$ cat src/rtl/serdes_link_pkg.sv
// Shared definitions for the serial link transmit trainer and the receive-side bitslip aligner.
// Both ends take their pattern and idle words from here.
package serdes_link_pkg;

  typedef enum logic [1:0] {
    ST_IDLE  = 2'd0,
    ST_TRAIN = 2'd1,
    ST_DATA  = 2'd2
  } link_state_e;

  localparam logic [7:0] DEF_TRAINING_PATTERN = 8'b11110000;
  localparam logic [7:0] DEF_IDLE_WORD        = 8'h00;

endpackage

$ cat src/rtl/oserdes_tx_trainer.sv
// Parallel word source for an 8:1 DDR OSERDESE2: sends the training pattern until the far end holds
// lock, then forwards payload through valid/ready, filling gaps with the idle word.
module oserdes_tx_trainer
  import serdes_link_pkg::*;
#(
  parameter logic [7:0]  TRAINING_PATTERN = DEF_TRAINING_PATTERN,
  parameter logic [7:0]  IDLE_WORD        = DEF_IDLE_WORD,
  parameter logic [15:0] MIN_TRAIN        = 16'd64,
  parameter logic [7:0]  LOCK_HOLD        = 8'd8,
  parameter logic [15:0] TRAIN_TIMEOUT    = 16'd4096
) (
  input  logic       clk,
  input  logic       rst_n,
  input  logic       EN,
  input  logic       retrain,
  input  logic       rx_locked,
  input  logic [7:0] data_in,
  input  logic       data_valid,
  output logic       data_ready,
  output logic [7:0] tx_word,
  output logic       training,
  output logic       link_up,
  output logic       train_fail
);

  link_state_e state, state_nxt;
  logic [15:0] train_cnt, train_cnt_nxt;
  logic [7:0]  hold_cnt, hold_cnt_nxt;
  logic [7:0]  tx_nxt;
  logic        lock_qual;
  logic        timeout_hit;

  // train_cnt holds the pattern words already issued, so the word issued this cycle is number
  // train_cnt+1; both the minimum-training and the timeout thresholds count that word.
  always_comb begin
    lock_qual   = (train_cnt >= MIN_TRAIN - 16'd1) && rx_locked &&
                  (hold_cnt == LOCK_HOLD - 8'd1);
    timeout_hit = (train_cnt == TRAIN_TIMEOUT - 16'd1);
    data_ready  = (state == ST_DATA) && EN && rx_locked && !retrain;
  end

  always_comb begin
    state_nxt     = ST_IDLE;
    train_cnt_nxt = 16'd0;
    hold_cnt_nxt  = 8'd0;
    tx_nxt        = IDLE_WORD;
    train_fail    = 1'b0;
    if (EN) begin
      case (state)
        ST_IDLE: state_nxt = ST_TRAIN;
        ST_TRAIN: begin
          state_nxt = ST_TRAIN;
          tx_nxt    = TRAINING_PATTERN;
          if (!retrain) begin
            if (lock_qual) begin
              state_nxt = ST_DATA;
            end else begin
              // hold_cnt parks at LOCK_HOLD-1 while lock persists but training is still too short
              if (rx_locked)
                hold_cnt_nxt = (hold_cnt == LOCK_HOLD - 8'd1) ? hold_cnt : hold_cnt + 8'd1;
              if (timeout_hit) begin
                train_fail    = 1'b1;
                train_cnt_nxt = 16'd0;
              end else begin
                train_cnt_nxt = (train_cnt == 16'hFFFF) ? train_cnt : train_cnt + 16'd1;
              end
            end
          end
        end
        ST_DATA: begin
          state_nxt = ST_DATA;
          if (data_ready && data_valid)
            tx_nxt = data_in;
          if (!rx_locked || retrain)
            state_nxt = ST_TRAIN;
        end
        default: state_nxt = ST_IDLE;
      endcase
    end
  end

  always_ff @(posedge clk) begin
    if (!rst_n) begin
      state     <= ST_IDLE;
      tx_word   <= IDLE_WORD;
      train_cnt <= 16'd0;
      hold_cnt  <= 8'd0;
    end else begin
      state     <= state_nxt;
      tx_word   <= tx_nxt;
      train_cnt <= train_cnt_nxt;
      hold_cnt  <= hold_cnt_nxt;
    end
  end

  assign training = (state == ST_TRAIN);
  assign link_up  = (state == ST_DATA);

endmodule

$ cat config.mk
export PLATFORM = sky130hd
export DESIGN_NAME = oserdes_tx_trainer
export DESIGN_NICKNAME = d
export VERILOG_FILES = /design/src/rtl/serdes_link_pkg.sv /design/src/rtl/oserdes_tx_trainer.sv
export SDC_FILE = /design/constraint.sdc
export NUM_CORES = 1
export LEC_CHECK = 0
export BUFFER_PORTS_ARGS = -buffer_cell sky130_fd_sc_hd__buf_2
export CAP_MARGIN = 0
export CORE_ASPECT_RATIO = 0.6
export CORE_MARGIN = 2
export CORE_UTILIZATION = 42
export DETAILED_ROUTE_END_ITERATION = 10
export PLACE_DENSITY_LB_ADDON = 0.2
export SYNTH_ARGS = -nofsm -noshare
export SYNTH_HDL_FRONTEND = slang
export SYNTH_SLANG_ARGS = --single-unit
export TNS_END_PERCENT = 100
$ cat constraint.sdc
create_clock -name clk -period 2 [get_ports clk]
set_clock_uncertainty 0.15 [all_clocks]
set_input_delay 0.1 -clock clk [delete_from_list [all_inputs] [get_ports clk]]
set_output_delay 0.1 -clock clk [all_outputs]
set_load 0.02 [all_outputs]
# After elaboration in Yosys (flattened, before gate mapping)
# Cells that the tools add are included.
# op_classes
n_eq_ne	5
n_lt_le_gt_ge	1
addsub	2
muxes	11
reduce_logical	13
n_bitwise	4
# ops
cell	count
$add 16x1->16 const B	1
$eq 16x12->1 const B	1
$eq 16x16->1 const B	1
$ge 16x6->1 const B	1
$pmux 8 s2	1
$reduce_or 6->1	2
$add 8x1->8 const B	1
$eq 8x3->1 const B	1
$mux 8	1
$logic_and 1x1->1	6
$mux 2	3
$pmux 2 s3	1
$mux 1	5
$not 1->1	4
$eq 2x1->1 const B	1
$eq 2x2->1 const B	1
$logic_not 1->1	2
$logic_not 2->1	1
$reduce_and 2->1	1
$logic_or 1x1->1	1
# totals
inputBits	14
output_inout_bits	12
reg_bits	34

# Longest topological paths before layout
# Gate-level depths: netlist (run 1).
# depth
ltp_word	7
depth_mapped	8
ltp_nobuf	6

# Least setup slack after synthesis (run 1)
# No wires, ideal clock.
# synth_timing
path_kind	reg2out
startpoint	register train_cnt[0]
endpoint	output train_fail
path_slack_ns	-0.288
arrival_ns	2.038
path_stages_with_launch	8
path_buffers	2
path_cell_list	dfxtp_1 -> ha_1 -> and3_1 -> buf_6 -> a31oi_1 -> a211oi_2 -> buf_4 -> nor3_1
# synth_between
elab_chain_len	7
# synth_lines
item	line_no	rtl
start, declared	oserdes_tx_trainer.sv:27	logic [15:0] train_cnt, train_cnt_nxt;
start signal, assigned	oserdes_tx_trainer.sv:91	train_cnt <= train_cnt_nxt;
$ge 16x6->1	oserdes_tx_trainer.sv:36	lock_qual = (train_cnt >= MIN_TRAIN - 16'd1) && rx_locked &&
$logic_and 1x1->1 (2 in a row)	oserdes_tx_trainer.sv:36	
$mux 1 *	oserdes_tx_trainer.sv:55	if (lock_qual) begin
$mux 1 *	oserdes_tx_trainer.sv:54	if (!retrain) begin
$mux 1 *	oserdes_tx_trainer.sv:49	case (state)
$mux 1 *	oserdes_tx_trainer.sv:48	if (EN) begin
end, declared	oserdes_tx_trainer.sv:23	output logic train_fail
# Every way passes the cells marked *; elsewhere a longest branch is shown, timed or not.

# Final worst setup path (run 1)
# Ends and elaborated chain as after synthesis.

==> results of run 1 <==
## worst register-to-register path, cell delays in order, from the launching register on
cell and delay, ns:
dfxtp_2 0.36, ha_4 0.14, and3_4 0.23, buf_4 0.13, buf_4 0.11, nand2_1 0.10, or3_1 0.37, a211oi_2 0.20
## repair_timing
item,in CTS,in global routing
setup endpoints to repair,1,21
hold buffers,11,0
gates resized for setup,5,16
endpoints found under the hold margin,10,0
setup buffers,1,2
pin swaps,3,2
## power groups by stage
stage | logic (mW) | registers [mW] | clock network, mW
2_1_floorplan | 0.0221 | 0.697 | 0
3_3_place_gp | 0.0467 | 0.696 | 0
3_5_place_dp | 0.0472 | 0.696 | 0
4_1_cts | 0.0624 | 0.680 | 0.543
5_1_grt | 0.0709 | 0.681 | 0.570
6_report | 0.0648 | 0.681 | 0.526
## how the worst max path moves through the flow
| stage | from | to | slack, ns | cells past startpoint |
|---|---|---|---|---|
| 3_5_place_dp | train_cnt[0]$_SDFFE_PP0P_ | train_cnt[14]$_SDFFE_PP0P_ | 0.06 | 5 |
| 4_1_cts | hold_cnt[0]$_SDFFE_PP0P_ | train_fail | 0.0003 | 6 |
| 6_report | train_cnt[0]$_SDFFE_PP0P_ | train_fail | 0.03 | 6 |
| 2_1_floorplan | hold_cnt[0]$_SDFFE_PP0P_ | hold_cnt[2]$_SDFFE_PP0P_ | -0.001 | 6 |
| 5_1_grt | train_cnt[9]$_SDFFE_PP0P_ | train_fail | -0.06 | 5 |
| 3_3_place_gp | train_cnt[0]$_SDFFE_PP0P_ | train_cnt[0]$_SDFFE_PP0P_ | 0.12 | 5 |
## flip-flops by register name, summed over array words and instances, names as in the netlist
register	count
hold_cnt	8
state	2
train_cnt	16
tx_word	8
## cell usage in the layout (no fill, tap or decap), types with 7 or more instances in the layout
cell type	Yosys	final
dfxtp_1	34	29
buf_2	3	24
buf_4	1	22
nor2_1	19	19
nand3_1	15	13
dlygate4sd3_1	0	11
nand2_1	10	10
inv_1	9	9
nand4_1	8	8
a211oi_2	9	8
nor4_2	6	7
nor3_1	8	7
## logic make-up after synthesis
kind of cell,Yosys count
adder cells (fa/ha/maj),6
flip-flops,34
AND/OR/NAND/NOR,94
AO/OA/AOI/OAI,34
multiplexers,1
XOR/XNOR,10
buffers and inverters,19
## synth_stat cells, types with 3 or more instances
cell type and number:
dfxtp_1 34, nor2_1 19, nand3_1 15, nand2_1 10, a211oi_2 9, inv_1 9
nand4_1 8, nor3_1 8, and3_1 7, a21oi_1 6, ha_1 6, nor4_2 6
xor2_1 6, buf_6 5, o21ai_0 5, nor4_1 4, xnor2_1 4, a22oi_1 3
and4_1 3, buf_2 3, or2_2 3
## per-layer routing
metal  global-route usage, %  vias up  part of all wire [%]
li1                        -      841                     -
met1                    29.0      789                    52
met2                    27.0       48                    41
met3                    6.38        5                   5.5
met4                    4.55        0                  0.84
met5                       0        -                     0
## layout make-up
cell class	instances	area, sq um	share of cell area [%]
Tap cell	60	75.1	3.10
Inverter	9	33.8	1.39
Sequential cell	34	687	28.3
Clock inverter	1	5.00	0.206
Clock buffer	7	86.3	3.56
Multi-Input combinational cell	145	1110	45.8
Timing Repair Buffer	59	427	17.6
## through the flow
step / std cells / setup TNS (ns) / power (mW) / setup slack [ns] / utilization [%]
floorplan: 198 / -0.00148 / 0.719 / -0.00148 / -
finish: 315 / 0 / 1.27 / 0.0338 / 58.8
global placement: 293 / 0 / 0.743 / 0.118 / 51.5
global route: 315 / -0.0567 / 1.32 / -0.0567 / 58.8
CTS: 313 / 0 / 1.29 / 0.000317 / 57.0
detailed placement: 293 / 0 / 0.743 / 0.0608 / 51.5
==> flow_metrics.py, run 1 <==
metrics = {
    "run_status": {
        "status": "finished clean",
    },
    "sta": {
        "post-route-period-util_pct": 98.3,
        "drv_slew": 0,
        "hold_violations": 0,
        "fin_crit_ns": 1.97,
        "fmax_mhz": 509,
        "holdWs_ns": 0.0751,
        "maxSlewHeadroom_pct": 72.3,
        "setup_viol": 0,
        "worst_slew_pin_slew_ns": 0.410,
    },
    "power": {
        "clock_power_share_pct": 41.3,
        "vdd_drop_max_v": 0.000244,
        "p_int_uw": 990,
        "p_seq_share_pct": 53.6,
        "p_comb_share_pct": 5.1,
        "p_switching_uw": 281,
        "power_switching_share_pct": 22.1,
        "leakagePower_nw": 0.897,
        "power.density_nw_per_um2": 524,
    },
    "placement": {
        "dp_hpwl_um": 3040,
        "gp_congestion": 0.820,
        "portBuffers": 25,
        "dpl_cell_area_sq_um": 2120,
    },
    "floorplanning": {
        "die_area_sq_um": 4880,
        "io_pins": 26,
        "die_y_um": 54.9,
        "start_util_pct": 44.0,
        "core_area_sq_um": 4120,
        "fp-row-count": 18,
        "die_w_um": 88.9,
    },
    "setup_path": {
        "end_kind": "output pin",
        "slowest_stage": "dfxtp_2",
        "crit_type": "reg -> out",
        "slowest_delay_ns": 0.36,
        "cp-start-kind": "flip-flop",
        "r2r-end": "train_cnt[10]$_SDFFE_PP0P_",
        "crit_path_cell_trace": "ha_4, and3_4, and4_4, nand3_2, nor3_4, buf_6",
        "cp.required_ns": 1.75,
        "reg2reg_from": "train_cnt[0]$_SDFFE_PP0P_",
        "cp.arrival_ns": 1.72,
        "r2r_slack_ns": 0.14,
        "cp_max_fo": 5,
        "ff2ff_path_depth": 7,
        "crit_family": "simple AND/OR/NAND/NOR gates",
        "worst-path-buf-inv": 1,
    },
    "logic_synthesis": {
        "ys_ff_latch": 34,
        "syn-num-nets": 218,
        "async_reset_ff_share_pct": 0,
        "muxShareOfSynthArea_pct": 0.551,
        "synthTopCellsByArea": "dfxtp_1 (37%), a211oi_2 (6.2%), ha_1 (4.1%)",
        "synth_adder_area_share_pct": 4.14,
        "synthCells": 198,
        "yosys_warnings": 0,
        "yosys.area_share.simple_pct": 30.7,
        "synth_area_per_cell_sq_um": 9.17,
        "synth_top_cell_by_area": "dfxtp_1",
        "netlist.area_leader.share_pct": 37.5,
        "ys.flop_type": "dfxtp_1",
        "synth-edff-count": 0,
        "synth_top_family_by_area": "simple AND/OR/NAND/NOR gates",
        "syn_area_sq_um": 1820,
        "ys_seq_area_share_pct": 37.5,
        "synth_cell_types": 39,
        "synth_xor_area_share_pct": 4.82,
        "synth-compound-area-share_pct": 15.9,
    },
    "route": {
        "vias": 1683,
        "drt_iter0_markers": 86,
        "ant_nets": 0,
        "wire_per_inst_um": 14.4,
        "dr.pass1.iters": 5,
        "vias_per_cell": 5.34,
        "post-route-drc-count": 0,
        "wl_um": 4530,
    },
    "finish": {
        "syn_to_final_growth_pct": 33.6,
        "layout-drive-gt1-share_pct": 36.5,
        "stdcell_area_sq_um": 2420,
        "fillers": 354,
        "antennaDiodeCount": 0,
        "fin_nets": 274,
    },
    "global_routing": {
        "grt_pass1_vias": 1495,
        "grt_pass1_wl_um": 7070,
        "groute.usage.overall_pct": 19.5,
        "grt_max_degree": 17,
        "antenna_found_initial": 0,
        "globalRouteOverflowTotal": 0,
    },
    "worst_hold_path": {
        "holdPathEnd": "tx_word[7]$_SDFF_PN0_",
        "holdCritPathClass": "in -> reg",
        "hp-start": "EN",
        "hold_depth": 3,
    },
    "cts": {
        "cts_tree": "built",
        "cts_root_buffer": "clkbuf_8",
        "h-tree-depth": 2,
        "cts_max_path_buffers": 2,
        "clk_pin_slew_ns": 0.07,
        "clk_latency_ns": 0.28,
        "cts_sinks": 34,
        "cts_buffers": 5,
    },
    "flow_run": {
        "cap_violations": 0,
    },
}
Note: power is estimated with default switching activity, not from simulation.
==> inputs of run 2 (changes only) <==
SETUP_SLACK_MARGIN = 0.2   (was not set)
==> run 2 against run 1 <==
Compared with the run above: power increased by 5.6%; cell area up 6.7%; flip-flop and latch count did not move; critical path depth grew 1; setup slack gained 0.026 ns; count of clock-buffer cells in the layout increased by 1; first-iteration DRC count grew 58%; via count rose by 1.1%; cell count grew 1.6%; sequential share of layout area shrank 1.3 points; utilization grew 3.9 points.
==> flow_metrics.py, run 2 (synthesis gave the netlist of run 1 again) <==
metrics = {
    "floorplanning": {
        "start_util_pct": 44.0,
        "io_pins": 26,
        "die_w_um": 88.9,
        "die_y_um": 54.9,
        "fp-row-count": 18,
        "core_area_sq_um": 4120,
        "die_area_sq_um": 4880,
    },
    "setup_path": {
        "ff2ff_path_depth": 7,
        "cp.arrival_ns": 1.99,
        "reg2reg_from": "train_cnt[7]$_SDFFE_PP0P_",
        "r2r_slack_ns": 0.06,
        "r2r-end": "train_cnt[12]$_SDFFE_PP0P_",
        "cp.required_ns": 2.05,
        "crit_type": "reg -> reg",
        "cp_max_fo": 8,
        "cp-start-kind": "flip-flop",
        "end_kind": "flip-flop",
    },
    "finish": {
        "reg.largest.list": "train_cnt: 16 flops, hold_cnt: 8 flops, tx_word: 8 flops",
        "antennaDiodeCount": 0,
        "layout_commonest_cell": "dfxtp_1",
        "fin_nets": 279,
        "fillers": 348,
        "largest_reg_flops": 16,
        "syn_to_final_growth_pct": 42.5,
        "layout-drive-gt1-share_pct": 40.0,
        "regMostFlops": "train_cnt",
        "most-common-layout-cells": "dfxtp_1 (26), buf_2 (24), buf_4 (22), nor2_1 (19), nand3_1 (13)",
    },
    "global_routing": {
        "grt_pass1_vias": 1521,
        "antenna_found_initial": 0,
        "globalRouteOverflowTotal": 0,
        "grt_max_degree": 17,
        "groute.usage.overall_pct": 20.8,
        "grt_pass1_wl_um": 7470,
    },
    "sta": {
        "rsz0062_at_grt": "yes",
        "drv_slew": 0,
        "holdWs_ns": 0.0661,
        "fmax_mhz": 516,
        "maxSlewHeadroom_pct": 71.1,
        "setup_viol": 0,
        "fin_crit_ns": 1.94,
        "hold_violations": 0,
        "finalSetupTns_ns": 0,
        "worst_slew_pin_slew_ns": 0.432,
        "post-route-period-util_pct": 97.0,
    },
    "placement": {
        "dp_hpwl_um": 2980,
        "gp_congestion": 0.866,
        "portBuffers": 25,
    },
    "flow_run": {
        "cap_violations": 0,
    },
    "power": {
        "leakagePower_nw": 0.954,
        "power.density_nw_per_um2": 519,
        "vdd_drop_max_v": 0.000300,
    },
    "route": {
        "top_layer_used": "met4",
        "vias": 1702,
        "wl_met3_um": 322,
        "met1Wirelength_um": 2430,
        "vias_per_cell": 5.32,
        "drt_iter0_markers": 136,
        "wl_um": 4800,
        "ant_nets": 0,
        "post-route-drc-count": 0,
        "met2_length_um": 1990,
        "dr.pass1.iters": 4,
        "wire_per_inst_um": 15.0,
    },
    "cts": {
        "cts_buffers": 5,
        "clk_pin_slew_ns": 0.07,
        "cts_sinks": 34,
        "cts_tree": "built",
        "clk_latency_ns": 0.29,
        "cts_root_buffer": "clkbuf_8",
        "cts_max_path_buffers": 2,
        "h-tree-depth": 2,
    },
    "worst_hold_path": {
        "hold_depth": 3,
        "hp-start": "EN",
        "holdCritPathClass": "in -> reg",
        "holdPathEnd": "tx_word[6]$_SDFF_PN0_",
    },
    "run_status": {
        "status": "finished clean",
    },
}
## run 2: cell types whose count changed in the layout (fill, tap and decap cells not counted), moves of 2 or more
cell	previous run	this run
buf_6	1	3
clkbuf_8	6	8
dfxtp_1	29	26
dfxtp_4	0	3
nor4_2	7	5
## run 2: area by class of cell
type / count / area [sq um] / area share, %
clock buffers: 8 / 110 / 4.26
well taps: 60 / 75.1 / 2.90
inverters: 9 / 33.8 / 1.31
multi-input cells: 146 / 1180 / 45.6
repair buffers: 63 / 489 / 18.9
flip-flops and latches: 34 / 698 / 27.0
## run 2: worst max-delay path by stage
stage | start | to | slack (ns)
finish | train_cnt[7]$_SDFFE_PP0P_ | train_cnt[12]$_SDFFE_PP0P_ | 0.06
global route | train_cnt[7]$_SDFFE_PP0P_ | train_cnt[12]$_SDFFE_PP0P_ | 0.004
CTS | train_cnt[0]$_SDFFE_PP0P_ | train_fail | 0.09
detailed placement | train_cnt[0]$_SDFFE_PP0P_ | train_cnt[11]$_SDFFE_PP0P_ | 0.15
global placement | train_cnt[0]$_SDFFE_PP0P_ | train_cnt[0]$_SDFFE_PP0P_ | 0.16
floorplan | train_cnt[1]$_SDFFE_PP0P_ | train_cnt[1]$_SDFFE_PP0P_ | 0.07
## run 2: timing repair
item	4_1_cts	5_1_grt
gates cloned	1	1
resized for setup	15	14
hold buffers	11	0
setup endpoints to repair	17	21
pin swaps	7	7
setup buffers	8	4
endpoints found under the hold margin	10	0
## run 2: per-layer routing
metal | track usage, % | vias to the layer above
met4 | 8.33 | 0
li1 | - | 857
met2 | 26.2 | 54
met5 | 0 | -
met1 | 31.9 | 785
met3 | 6.23 | 6
## run 2: per-stage QoR
| step | setup slack, ns | area [sq um] | total power [mW] | instances | util, % |
|---|---|---|---|---|---|
| 6_report | 0.0603 | 2590 | 1.34 | 320 | 62.8 |
| 5_1_grt | 0.00446 | 2590 | 1.40 | 320 | 62.8 |
| 4_1_cts | 0.0925 | 2460 | 1.36 | 315 | 59.7 |
| 3_5_place_dp | 0.146 | 2110 | 0.743 | 287 | 51.2 |
| 3_3_place_gp | 0.163 | 2110 | 0.743 | 287 | 51.2 |
| 2_1_floorplan | 0.0735 | 1880 | 0.720 | 198 | - |
## run 2: critical path: stages (launching register included)
cell	delay, ns
dfxtp_4	0.36
nor4_1	0.32
and3_4	0.26
a211oi_4	0.07
buf_4	0.14
buf_6	0.12
clkbuf_16	0.16
nor4_2	0.27
## run 2: power breakdown
group / switching, mW / internal (mW)
clock: 0.249 / 0.348
sequential: 0.00208 / 0.675
combinational: 0.0335 / 0.0341
total: 0.285 / 1.06
==> inputs of run 3 (changes only) <==
BUFFER_PORTS_ARGS = -buffer_cell sky130_fd_sc_hd__buf_4   (was -buffer_cell sky130_fd_sc_hd__buf_2)
==> run 3 against run 2 <==
Compared with the run above: largest cell class unchanged; critical path type is now reg -> out; maximum frequency is 2.4% lower; non-clock buffer count is 10 higher; highest routed layer unchanged; sequential power hardly changed.
==> flow_metrics.py, run 3 (synthesis gave the netlist of run 1 again) <==
metrics = {
    "route": {
        "drt_iter0_markers": 84,
        "post-route-drc-count": 0,
        "ant_nets": 0,
        "vias": 1751,
        "wl_um": 5270,
        "wire_per_inst_um": 16.0,
        "vias_per_cell": 5.32,
        "dr.pass1.iters": 4,
    },
    "global_routing": {
        "grt_max_degree": 20,
        "grt_pass1_vias": 1493,
        "grt_pass1_wl_um": 7410,
        "groute.usage.overall_pct": 21.1,
        "antenna_found_initial": 0,
        "globalRouteOverflowTotal": 0,
    },
    "placement": {
        "dp_hpwl_um": 3010,
        "pre_cts_ws_ns": 0.142,
        "dpl_cell_area_sq_um": 2180,
        "dp.cells": 288,
        "portBuffers": 25,
        "gp_congestion": 0.823,
    },
    "finish": {
        "most-common-layout-cells": "buf_4 (47), dfxtp_1 (23), nor2_1 (19), nand3_1 (13)",
        "largest_reg_flops": 16,
        "fin_nets": 288,
        "reg.largest.list": "train_cnt: 16 flops, hold_cnt: 8 flops, tx_word: 8 flops",
        "post-route-util_pct": 67.1,
        "stdcell_area_sq_um": 2770,
        "instances_no_fill": 329,
        "syn_to_final_growth_pct": 52.3,
        "regMostFlops": "train_cnt",
        "antennaDiodeCount": 0,
        "layout_commonest_cell": "buf_4",
        "layout-drive-gt1-share_pct": 43.9,
    },
    "setup_path": {
        "cp-start-kind": "flip-flop",
        "cp.required_ns": 1.75,
        "crit_type": "reg -> out",
        "cp.arrival_ns": 1.74,
        "cp_max_fo": 8,
        "end_kind": "output pin",
    },
    "power": {
        "p_switching_uw": 280,
        "power.density_nw_per_um2": 464,
        "p_int_mw": 1.00,
        "clock_power_share_pct": 40.6,
        "p_comb_share_pct": 6.5,
        "power_switching_share_pct": 21.8,
        "vdd_drop_max_v": 0.000433,
        "leakagePower_nw": 1.03,
        "p_seq_share_pct": 52.9,
    },
    "run_status": {
        "status": "finished clean",
    },
    "floorplanning": {
        "core_area_sq_um": 4120,
        "die_area_sq_um": 4880,
        "die_w_um": 88.9,
        "die_y_um": 54.9,
        "io_pins": 26,
        "fp-row-count": 18,
        "start_util_pct": 44.0,
    },
    "sta": {
        "hold_violations": 0,
        "worst_slew_pin_slew_ns": 0.466,
        "maxSlewHeadroom_pct": 68.7,
        "rsz0062_at_grt": "yes",
        "post-route-period-util_pct": 99.4,
        "fmax_mhz": 503,
        "holdWs_ns": 0.0597,
        "setup_viol": 0,
        "setup_ws_ns": 0.0123,
        "drv_slew": 0,
        "fin_crit_ns": 1.99,
    },
    "cts": {
        "cts_root_buffer": "clkbuf_8",
        "cts_tree": "built",
        "clk_pin_slew_ns": 0.07,
        "clk_latency_ns": 0.28,
        "cts_buffers": 5,
        "h-tree-depth": 2,
        "cts_max_path_buffers": 2,
        "cts_sinks": 34,
    },
    "worst_hold_path": {
        "holdCritPathClass": "in -> reg",
    },
    "flow_run": {
        "cap_violations": 0,
    },
}
==> run 3: per-stage QoR <==
stage / setup TNS [ns] / power (mW)
6_report: 0 / 1.28
5_1_grt: -0.0727 / 1.33
4_1_cts: 0 / 1.28
3_5_place_dp: 0 / 0.751
3_3_place_gp: 0 / 0.751
2_1_floorplan: 0 / 0.720
==> run 3: worst paths after layout <==
check                                   from                    endpoint  slack [ns]  depth (start not counted)
hold reg to reg   train_cnt[10]$_SDFFE_PP0P_  train_cnt[10]$_SDFFE_PP0P_        0.39                          2
setup reg to reg   train_cnt[1]$_SDFFE_PP0P_   train_cnt[4]$_SDFFE_PP0P_        0.07                          6
hold / removal                            EN       tx_word[6]$_SDFF_PN0_        0.06                          3
setup / recovery   train_cnt[7]$_SDFFE_PP0P_                  train_fail        0.01                          6
==> run 3: power by group through the flow <==
stage | Sequential, mW | Combinational (mW) | Clock (mW)
finish | 0.679 | 0.0838 | 0.520
global route | 0.678 | 0.0909 | 0.564
CTS | 0.678 | 0.0717 | 0.535
detailed placement | 0.697 | 0.0544 | 0
global placement | 0.696 | 0.0543 | 0
floorplan | 0.697 | 0.0229 | 0
==> run 3: what timing repair did <==
| action | CTS | global route |
|---|---|---|
| gates resized for setup | 25 | 19 |
| pin swaps | 10 | 6 |
| hold buffers | 11 | 0 |
| setup endpoints to repair | 5 | 20 |
| buffers inserted | 10 | 11 |
| cloned | 0 | 1 |
| hold endpoints to repair | 10 | 0 |
==> run 3: layout make-up <==
cell class / count / area [sq um]
fillers: 305 / 1360
well taps: 60 / 75.1
clock buffers: 7 / 86.3
inverters: 9 / 33.8
clock inverters: 1 / 5.00
multi-input cells: 145 / 1190
repair buffers: 73 / 672
flip-flops and latches: 34 / 699
==> run 3: layer usage <==
| layer | vias up | GRT usage, % | wire (um) |
|---|---|---|---|
| li1 | 876 | - | - |
| met1 | 806 | 28.4 | 2390 |
| met2 | 63 | 33.3 | 2460 |
| met3 | 6 | 6.08 | 358 |
| met4 | 0 | 6.06 | 62 |
| met5 | - | 0 | 0 |
==> run 3: critical path: stages (launching register included) <==
cell and delay [ns]:
dfxtp_2 0.36, buf_6 0.14, and4_4 0.23, and4_4 0.26
nand3_4 0.08, nor3_4 0.22, buf_6 0.15
